**config.mk**
```make
export PLATFORM = sky130hd
export DESIGN_NAME = ray_angle_sequencer
export DESIGN_NICKNAME = d
export VERILOG_FILES = /design/src/rtl/ray_angle_sequencer.sv
export SDC_FILE = /design/constraint.sdc
export NUM_CORES = 1
export LEC_CHECK = 0
export CAP_MARGIN = 20
export CORE_MARGIN = 3
export CORE_UTILIZATION = 51
export DETAILED_ROUTE_END_ITERATION = 16
export PLACE_DENSITY = 0.78
export SLEW_MARGIN = 30
export SYNTH_ARGS = -nofsm -noshare
export SYNTH_HDL_FRONTEND = slang
export SYNTH_SLANG_ARGS = --single-unit
```
**constraint.sdc**
```tcl
create_clock -name clock -period 2.6 [get_ports clock]
set_clock_uncertainty 0.1 [all_clocks]
set_input_delay 0.52 -clock clock [delete_from_list [all_inputs] [get_ports clock]]
set_output_delay 0.52 -clock clock [all_outputs]
set_load 0.05 [all_outputs]
```
**src/rtl/ray_angle_sequencer.sv**
```systemverilog
// Per-frame ray generator: latches the heading on start and issues one ray angle per slice.
// Optional `RAY_QUADRANT_EN adds a registered ray_quadrant output tracking ray_angle_X.
module ray_angle_sequencer #(
    parameter int NUM_SLICES   = 160,
    parameter int HALF_FOV_DEG = 30,
    parameter int STEP_MILLI   = 375
) (
    input  logic       clock,
    input  logic       reset,
    input  logic       start,
    input  logic [8:0] player_angle_X,
    input  logic [9:0] player_angle_Y,
    input  logic       ray_ready,
    output logic       ray_valid,
    output logic [8:0] ray_angle_X,
    output logic [9:0] ray_angle_Y,
    output logic [7:0] slice_index,
    output logic       busy,
    output logic       frame_done
`ifdef RAY_QUADRANT_EN
    ,
    output logic [1:0] ray_quadrant
`endif
);

    typedef enum logic [1:0] {
        IDLE,
        LOAD,
        ISSUE,
        DONE
    } state_t;

    localparam logic [7:0] LAST_SLICE = 8'(NUM_SLICES - 1);

    state_t     state;
    logic [8:0] head_x;
    logic [9:0] head_y;
    logic [8:0] left_x;
    logic [8:0] next_x;
    logic [9:0] next_y;

    // Left-edge ray and the per-slice step, both wrapping modulo 360 degrees.
    always_comb begin
        left_x = (head_x >= 9'(HALF_FOV_DEG)) ? head_x - 9'(HALF_FOV_DEG)
                                              : head_x + 9'(360 - HALF_FOV_DEG);
        next_x = ray_angle_X;
        next_y = ray_angle_Y + 10'(STEP_MILLI);
        if (ray_angle_Y >= 10'(1000 - STEP_MILLI)) begin
            next_y = ray_angle_Y - 10'(1000 - STEP_MILLI);
            next_x = (ray_angle_X == 9'd359) ? 9'd0 : ray_angle_X + 9'd1;
        end
    end

`ifdef RAY_QUADRANT_EN
    function automatic logic [1:0] quadrant_of(input logic [8:0] x);
        if (x < 9'd90)
            return 2'd0;
        else if (x < 9'd180)
            return 2'd1;
        else if (x < 9'd270)
            return 2'd2;
        else
            return 2'd3;
    endfunction
`endif

    always_ff @(posedge clock) begin
        if (reset) begin
            state       <= IDLE;
            head_x      <= '0;
            head_y      <= '0;
            ray_valid   <= 1'b0;
            ray_angle_X <= '0;
            ray_angle_Y <= '0;
            slice_index <= '0;
            busy        <= 1'b0;
            frame_done  <= 1'b0;
`ifdef RAY_QUADRANT_EN
            ray_quadrant <= '0;
`endif
        end else begin
            case (state)
                IDLE: begin
                    if (start) begin
                        head_x <= player_angle_X;
                        head_y <= player_angle_Y;
                        busy   <= 1'b1;
                        state  <= LOAD;
                    end
                end
                LOAD: begin
                    ray_angle_X <= left_x;
                    ray_angle_Y <= head_y;
                    slice_index <= '0;
                    ray_valid   <= 1'b1;
`ifdef RAY_QUADRANT_EN
                    ray_quadrant <= quadrant_of(left_x);
`endif
                    state <= ISSUE;
                end
                ISSUE: begin
                    // ray_valid is always high here, so ready alone marks a transfer.
                    if (ray_ready) begin
                        if (slice_index == LAST_SLICE) begin
                            ray_valid  <= 1'b0;
                            frame_done <= 1'b1;
                            state      <= DONE;
                        end else begin
                            slice_index <= slice_index + 8'd1;
                            ray_angle_X <= next_x;
                            ray_angle_Y <= next_y;
`ifdef RAY_QUADRANT_EN
                            ray_quadrant <= quadrant_of(next_x);
`endif
                        end
                    end
                end
                DONE: begin
                    frame_done <= 1'b0;
                    busy       <= 1'b0;
                    state      <= IDLE;
                end
                default: state <= IDLE;
            endcase
        end
    end

endmodule

```
Word level (Yosys, flattened, before mapping)
Cells that the tools add are included.
- register bits: 51
- bits in latches: 0
- memory bits (writable): 0
- memory bits (read-only): 0
- output and inout port bits: 30
- memories kept: 0
- $add $sub $neg: 6
- $mul: 0
- div/mod/pow operators: 0
- $lt $le $gt $ge: 2
- equal/unequal tests: 10
- shift operators: 0
- muxes and demuxes: 25
- bitwise operators: 0
- reductions and logical operators: 11
- operators with widths (cell ; count):
    2-to-1 mux 9 bit ; 5
    2-to-1 mux 10 bit ; 3
    one-hot mux 10 bit (2 select lines) ; 1
    one-hot mux 9 bit (2 select lines) ; 1
    2-to-1 mux 8 bit ; 2
    one-hot mux 8 bit (2 select lines) ; 1
    AND reduction 3 bit ; 4
    adder 10 x 9 -> 10 bit (second input constant) ; 1
    >= comparator 10 bit (second input constant) ; 1
    != test 2 bit (second input constant) ; 5
    subtractor 10 bit (second input constant) ; 1
    adder 9 x 1 -> 9 bit (second input constant) ; 1
    adder 9 bit (second input constant) ; 1
    equality test 9 bit (second input constant) ; 1
    >= comparator 9 x 5 -> 1 bit (second input constant) ; 1
    subtractor 9 x 5 -> 9 bit (second input constant) ; 1
    adder 8 x 1 -> 8 bit (second input constant) ; 1
    equality test 8 bit (second input constant) ; 1
    one-hot mux 2 bit (4 select lines) ; 1
    2-to-1 mux 2 bit ; 3
    one-hot mux 1 bit (2 select lines) ; 3
    nonzero test 2 bit ; 3
    2-to-1 mux 1 bit ; 5
    equality test 2 bit (second input constant) ; 2
    other kinds (4) ; 5

Logic depth before layout (Yosys ltp)
Gate-level depths: netlist of run 1.
- depth after elaboration: 6
- mapped depth: 9
- depth with buffers taken out: 7

Least setup slack after synthesis of run 1
OpenSTA, ideal clock, no wires.
- path type: reg-to-reg
- from: reg ray_angle_Y[1]
- to: reg ray_angle_Y[5]
- setup time: 0.122 ns
- arrival: 2.554 ns
- data required time: 2.378 ns
- path slack: -0.176 ns
- cell stages (with the launch flop): 8
- period minus slack after synthesis: 2.776 ns
- cell sequence: dfxtp_1 inv_1 ha_1 or4b_4 a21o_2 a31oi_1 mux2_1 a311o_1
- cells in the longest elaborated chain, start to end: 5
- RTL lines (element ; RTL line ; text):
    start, declared ; 16 ; output logic [9:0] ray_angle_Y,
    start signal, assigned ; 93 ; ray_angle_Y <= head_y;
    start signal, assigned ; 111 ; ray_angle_Y <= next_y;
    adder 10 x 9 -> 10 bit (tied with other cells) ; 47 ; next_y = ray_angle_Y + 10'(STEP_MILLI);
    2-to-1 mux 10 bit (*) ; 48 ; if (ray_angle_Y >= 10'(1000 - STEP_MILLI)) begin
    2-to-1 mux 10 bit (*) ; 104 ; if (slice_index == LAST_SLICE) begin
    2-to-1 mux 10 bit (*) ; 103 ; if (ray_ready) begin
    one-hot mux 10 bit (2 select lines) (*) ; 82 ; case (state)
Mark *: on every way between the ends. The rest lies on a longest branch, timed or not. The select of a mux whose other input is x is not followed.
A chain may end at the register's enable or synchronous reset.

Worst setup path in the final report of run 1
Ends and elaborated chain as after synthesis.

==> results.cfg, run 1 <==
[cts]
cts_tree = built
tritoncts.num_buffers = 5
clockRootBuffer = sky130_fd_sc_hd__clkbuf_8
worst_skew_pair.late_latency_ns = 0.31
cts_num_sinks = 51
register_clock_pin_slew_on_the_reported_worst_setup_and_hold_paths_ns = 0.10
ctsHtreeMaxLevel = 2
max-clock-path-buffers = 2
cts_setup_buffers = 0
cts_hold_buffers = 0
postCtsResizedCells = 0

[sta]
finalMaxSlewViolations = 0
finalSetupViolations = 0
setup_slack_ns = 0.130
tightest_slew_ns = 0.578
setup_repair_after_global_routing_missed_its_margin = no
max_clock_freq_mhz = 405
fin_crit_sh = 0.950
relSlewSlack = 0.605
final.min_clock_period_ns = 2.47
finalSetupTns_ns = 0
finalHoldViolCount = 0

[setup_path]
start_kind = flip-flop
number_of_logic_stages_on_the_critical_path_including_buffering = 7
timing.critical_path.max_delay_family = compound AO/OA/AOI/OAI gates
maximum_fanout_count_along_the_critical_path = 6
worstPathBufferInverterCount = 1
crit_type = flip-flop to flip-flop
crit_path_end_kind = flip-flop
max_stage_delay_ns = 0.53
critical_path_cell_with_the_highest_stage_delay = sky130_fd_sc_hd__or4b_4
crit_chain = inv_1 -> ha_1 -> or4b_4 -> a21o_2 -> a31oi_2 -> mux2_1 -> a311o_1
ff2ff_setup_slack_ns = 0.13
critPathArrivalTime_ns = 2.57
path_depth_of_the_worst_reg2reg_path = 7
critPathRequiredTime_ns = 2.70

[yosys]
post_synthesis_cell_type_with_the_largest_combined_area = sky130_fd_sc_hd__dfxtp_1
synth.cells.most_frequent = 62 x sky130_fd_sc_hd__nand2_1, 51 x sky130_fd_sc_hd__dfxtp_1, 38 x sky130_fd_sc_hd__a21oi_1, 25 x sky130_fd_sc_hd__nor2_1, 20 x sky130_fd_sc_hd__o21ai_0
cell_types_with_the_largest_area_share_after_synthesis = sky130_fd_sc_hd__dfxtp_1 35%, sky130_fd_sc_hd__nand2_1 7.9%, sky130_fd_sc_hd__a21oi_1 6.4%
postSynthRegisterBits = 51
async_reset_ff_frac = 0
synth_seq_area_share = 0.346
share_of_the_synthesized_area_in_the_top_cell_type = 0.346
synth_most_common_cell = sky130_fd_sc_hd__nand2_1
instance_count_of_the_mapped_netlist = 380
avgSynthCellArea_um2 = 7.77
synth-warning-count = 0
synth_cell_type_count = 65
synth_enable_flop_cells = 0
syn_nets = 412
syn-cell-area_um2 = 2950
postSynth.topFlopCell = sky130_fd_sc_hd__dfxtp_1

[power_and_ir_drop]
final_power_mw = 3.72
p_leak_nw = 1.36
worst_vdd_rail_ir_drop_mv = 0.686
p_per_area_nw_per_um2 = 1000

[min_path]
path_category_of_the_worst_min_delay_check = flip-flop to flip-flop
whs_path_depth = 2

[floorplan]
chipHeight_um = 82.1
design.die.area_um2 = 6740
row_count = 27
die_w_um = 82.1
floorplan.io_pins = 53
floorplan.initialDensity = 0.533
design.core.area_um2 = 5540

[outcome]
status = completed

[layout]
antennaDiodeCount = 0
syn2layout_area_growth_pct = 25.8
fill_cells = 479
num-nets-final = 462
instances_no_fill = 503
fraction_of_layout_instances_using_a_drive_strength_above_1 = 0.0951

[grt]
antenna_found_initial = 0
grt_max_degree = 34
globalRoute.totalOverflow = 0
globalRouteTotalUtil = 0.240
first_global_vias = 2678
grt_first_pass_wirelength_mm = 12.8

[detailed_routing]
ant_nets = 0
wirelength_mm = 7.74
first_pass_iters = 4
drt_iter0_drc = 175
via_per_inst = 5.91
routed-via-count = 2971
route.detailed.drc = 0
wl_per_cell_um = 15.4

[placement]
gpl.final_weighted_congestion = 0.911
dp_hpwl_mm = 5.63
pre_cts_ws_ns = 0.137
buffer_ports.inserted = 52
placed_cells_incl_taps = 495

[job]
cap_violations = 0
-- power breakdown --
| part | internal (mW) | switching, mW |
|---|---|---|
| logic | 0.753 | 1.22 |
| clock network | 0.317 | 0.277 |
| registers | 0.950 | 0.207 |
| total | 2.02 | 1.70 |
-- metal layers --
layer,share of wire,routed length (um),track usage,up-vias
li1,-,-,-,1490
met1,0.45,3510,0.313,1403
met2,0.49,3820,0.410,69
met3,0.039,299,0.0358,9
met4,0.014,109,0.0648,0
met5,0,0,0,-
-- worst paths after layout --
kind                                    start                          end
setup / recovery  ray_angle_Y[1]$_SDFFE_PP0P_  ray_angle_Y[5]$_SDFFE_PP0P_
hold / removal         head_y[8]$_SDFFE_PP0P_       head_y[8]$_SDFFE_PP0P_
setup reg to reg  ray_angle_Y[1]$_SDFFE_PP0P_  ray_angle_Y[5]$_SDFFE_PP0P_
hold reg to reg        head_y[8]$_SDFFE_PP0P_       head_y[8]$_SDFFE_PP0P_
-- worst reg2reg max path: cells and delay by family (launching register included) --
| family | cells | cell delay, ns |
|---|---|---|
| fa+ha+maj | 1 | 0.19 |
| mux | 1 | 0.35 |
| buf+inv | 1 | 0.07 |
| flops | 1 | 0.38 |
| compound gates | 3 | 0.76 |
| simple gates | 1 | 0.53 |
-- registers in the layout, indices dropped and copies added (netlist names) --
register,flops
state,2
slice_index,8
ray_angle_X,9
head_x,9
ray_valid,1
head_y,10
ray_angle_Y,10
frame_done,1
busy,1
-- placed cells by master (no fill, tap or decap), types with 7 or more instances in the layout --
cell	instances
sky130_fd_sc_hd__a211oi_1	8
sky130_fd_sc_hd__ha_1	9
sky130_fd_sc_hd__a21oi_1	38
sky130_fd_sc_hd__nand2_1	62
sky130_fd_sc_hd__and3_1	8
sky130_fd_sc_hd__nand3_1	10
sky130_fd_sc_hd__clkdlybuf4s50_1	52
sky130_fd_sc_hd__nor2_1	25
sky130_fd_sc_hd__inv_1	14
sky130_fd_sc_hd__nor4_1	7
sky130_fd_sc_hd__dfxtp_1	50
sky130_fd_sc_hd__o21ai_0	20
sky130_fd_sc_hd__nor3_1	7
sky130_fd_sc_hd__buf_4	17
-- final cells by class --
type / instances / area (um^2) / share of cell area
Multi-Input combinational cell: 289 / 1780 / 0.479
Clock buffer: 6 / 82.6 / 0.0222
Inverter: 14 / 52.6 / 0.0141
Tap cell: 72 / 90.1 / 0.0243
Clock inverter: 2 / 38.8 / 0.0104
Timing Repair Buffer: 69 / 648 / 0.174
Sequential cell: 51 / 1020 / 0.275
-- logic make-up (layout without fill, tap and decap cells) --
group	after synthesis	in the layout	synth area share
AOI/OAI and AO/OA	119	119	0.270
xor gates and xnor gates	10	10	0.0296
adders and majority gates	10	10	0.0415
buffers and inverters	40	91	0.0538
DFF	51	51	0.346
muxes	6	6	0.0224
and+or+nand+nor	144	144	0.237
-- per-stage QoR --
step	util	hold slack, ns	area [um^2]
6_report	0.671	0.358	3710
5_1_grt	0.671	0.377	3710
4_1_cts	0.669	0.359	3710
3_5_place_dp	0.647	0.345	3590
3_3_place_gp	0.647	0.342	3590
2_1_floorplan	-	0.332	2960
Power figures use the tool's default switching activity.
==> inputs of run 2 (changes only) <==
- clock period: 2.6 -> 3 ns (I/O delays scaled with it)
==> run 2 against run 1 <==
Net effect: first-iteration DRC count grew 14%; flip-flop and latch count stayed put; combinational power down 18%; total power shrank 16%; sequential power is 12% lower; routed wire length hardly changed; non-clock buffer count decreased by 7; critical path depth stayed put; highest routed layer unchanged; critical endpoint unchanged; utilization shrank 1.2 points; global-route usage grew 0.51 points; hold slack improved by 0.0070 ns.
==> results.cfg, run 2 (synthesized netlist as in run 1, its figures left out) <==
[outcome]
status = completed

[min_path]
path_category_of_the_worst_min_delay_check = flip-flop to flip-flop
whs_path_depth = 2

[detailed_routing]
via_per_inst = 6.14
ant_nets = 0
routed-via-count = 3046
wirelength_mm = 7.73
drt_iter0_drc = 200
wl_per_cell_um = 15.6
first_pass_iters = 5
route.detailed.drc = 0

[layout]
fill_cells = 487
num-nets-final = 455
layout.cells.most_common = sky130_fd_sc_hd__nand2_1
syn2layout_area_growth_pct = 23.4
final_cell_mix = 62 x sky130_fd_sc_hd__nand2_1, 52 x sky130_fd_sc_hd__clkdlybuf4s50_1, 51 x sky130_fd_sc_hd__dfxtp_1
fraction_of_layout_instances_using_a_drive_strength_above_1 = 0.0755
instances_no_fill = 496
biggestRegsByFlops = head_y x10, ray_angle_Y x10
antennaDiodeCount = 0

[floorplan]
row_count = 27
floorplan.initialDensity = 0.533
design.die.area_um2 = 6740
die_w_um = 82.1
design.core.area_um2 = 5540
chipHeight_um = 82.1
floorplan.io_pins = 53

[sta]
finalHoldViolCount = 0
final.min_clock_period_ns = 2.53
tightest_slew_ns = 0.807
finalSetupViolations = 0
relSlewSlack = 0.458
finalMaxSlewViolations = 0
setup_repair_after_global_routing_missed_its_margin = no
finalSetupTns_ns = 0
fin_crit_sh = 0.844
max_clock_freq_mhz = 395

[setup_path]
ff2ff_setup_slack_ns = 0.47
r2r_endpoint = ray_angle_Y[5]$_SDFFE_PP0P_
start_kind = flip-flop
r2r-start = ray_angle_Y[1]$_SDFFE_PP0P_
crit_path_end_kind = flip-flop
critPathArrivalTime_ns = 2.64
path_depth_of_the_worst_reg2reg_path = 7
crit_type = flip-flop to flip-flop
crit_end = ray_angle_Y[5]$_SDFFE_PP0P_
maximum_fanout_count_along_the_critical_path = 6
timing.critical_path.from = ray_angle_Y[1]$_SDFFE_PP0P_
critPathRequiredTime_ns = 3.10

[grt]
grt_max_degree = 31
grt_first_pass_wirelength_mm = 13.1
globalRoute.totalOverflow = 0
globalRouteTotalUtil = 0.245
antenna_found_initial = 0
first_global_vias = 2853

[cts]
tritoncts.num_buffers = 5
clockRootBuffer = sky130_fd_sc_hd__clkbuf_8
worst_skew_pair.late_latency_ns = 0.31
cts_num_sinks = 51
postCtsResizedCells = 0
cts_hold_buffers = 0
register_clock_pin_slew_on_the_reported_worst_setup_and_hold_paths_ns = 0.10
ctsHtreeMaxLevel = 2
cts_setup_buffers = 0
cts_tree = built
max-clock-path-buffers = 2

[power_and_ir_drop]
p_per_area_nw_per_um2 = 858
worst_vdd_rail_ir_drop_mv = 0.488
p_leak_nw = 1.32

[placement]
dp_hpwl_mm = 5.50
gpl.final_weighted_congestion = 0.906
placed_cells_incl_taps = 488
buffer_ports.inserted = 52

[job]
cap_violations = 0
## run 2: final cells by class
| class | count | area, um^2 | area share |
|---|---|---|---|
| multi-input combinational | 289 | 1770 | 0.487 |
| timing repair buffer | 62 | 596 | 0.163 |
| sequential | 51 | 1020 | 0.280 |
| clock inverter | 3 | 43.8 | 0.0120 |
| inverter | 14 | 52.6 | 0.0144 |
| clock buffer | 5 | 68.8 | 0.0189 |
| tap | 72 | 90.1 | 0.0247 |
## run 2: worst max-delay path: stages (launching register included)
cell and delay, ns:
sky130_fd_sc_hd__dfxtp_1 0.41, sky130_fd_sc_hd__inv_1 0.09, sky130_fd_sc_hd__ha_1 0.20, sky130_fd_sc_hd__or4b_4 0.53
sky130_fd_sc_hd__a21o_2 0.26, sky130_fd_sc_hd__a31oi_1 0.20, sky130_fd_sc_hd__mux2_1 0.34, sky130_fd_sc_hd__a311o_1 0.31
## run 2: how the worst min path moves through the flow
stage                      startpoint                endpoint  slack [ns]
2_1_floorplan  head_y[8]$_SDFFE_PP0P_  head_y[8]$_SDFFE_PP0P_        0.33
3_3_place_gp   head_y[8]$_SDFFE_PP0P_  head_y[8]$_SDFFE_PP0P_        0.34
4_1_cts        head_y[8]$_SDFFE_PP0P_  head_y[8]$_SDFFE_PP0P_        0.37
6_report       head_y[5]$_SDFFE_PP0P_  head_y[5]$_SDFFE_PP0P_        0.37
3_5_place_dp   head_y[8]$_SDFFE_PP0P_  head_y[8]$_SDFFE_PP0P_        0.35
5_1_grt        head_y[8]$_SDFFE_PP0P_  head_y[8]$_SDFFE_PP0P_        0.37
## run 2: through the flow
stage	hold slack (ns)	power [mW]	utilization	cell area (um^2)	worst slack, ns
final	0.365	3.13	0.658	3650	0.467
after global routing	0.371	3.35	0.658	3650	0.274
after CTS	0.369	3.14	0.658	3650	0.477
after detailed placement	0.355	2.64	0.638	3530	0.499
after global placement	0.343	2.61	0.638	3530	0.546
after floorplan	0.332	2.14	-	2950	0.224
## run 2: power by group
group	internal [mW]	leakage [nW]	switching (mW)
sequential	0.822	0.416	0.201
combinational	0.608	0.847	1.01
clock	0.249	0.0581	0.239
total	1.68	1.32	1.45
## run 2: routing by layer
layer,GRT usage,wire [um]
met2,0.420,3790
met3,0.0423,418
met1,0.303,3300
met4,0.0997,227
met5,0,0
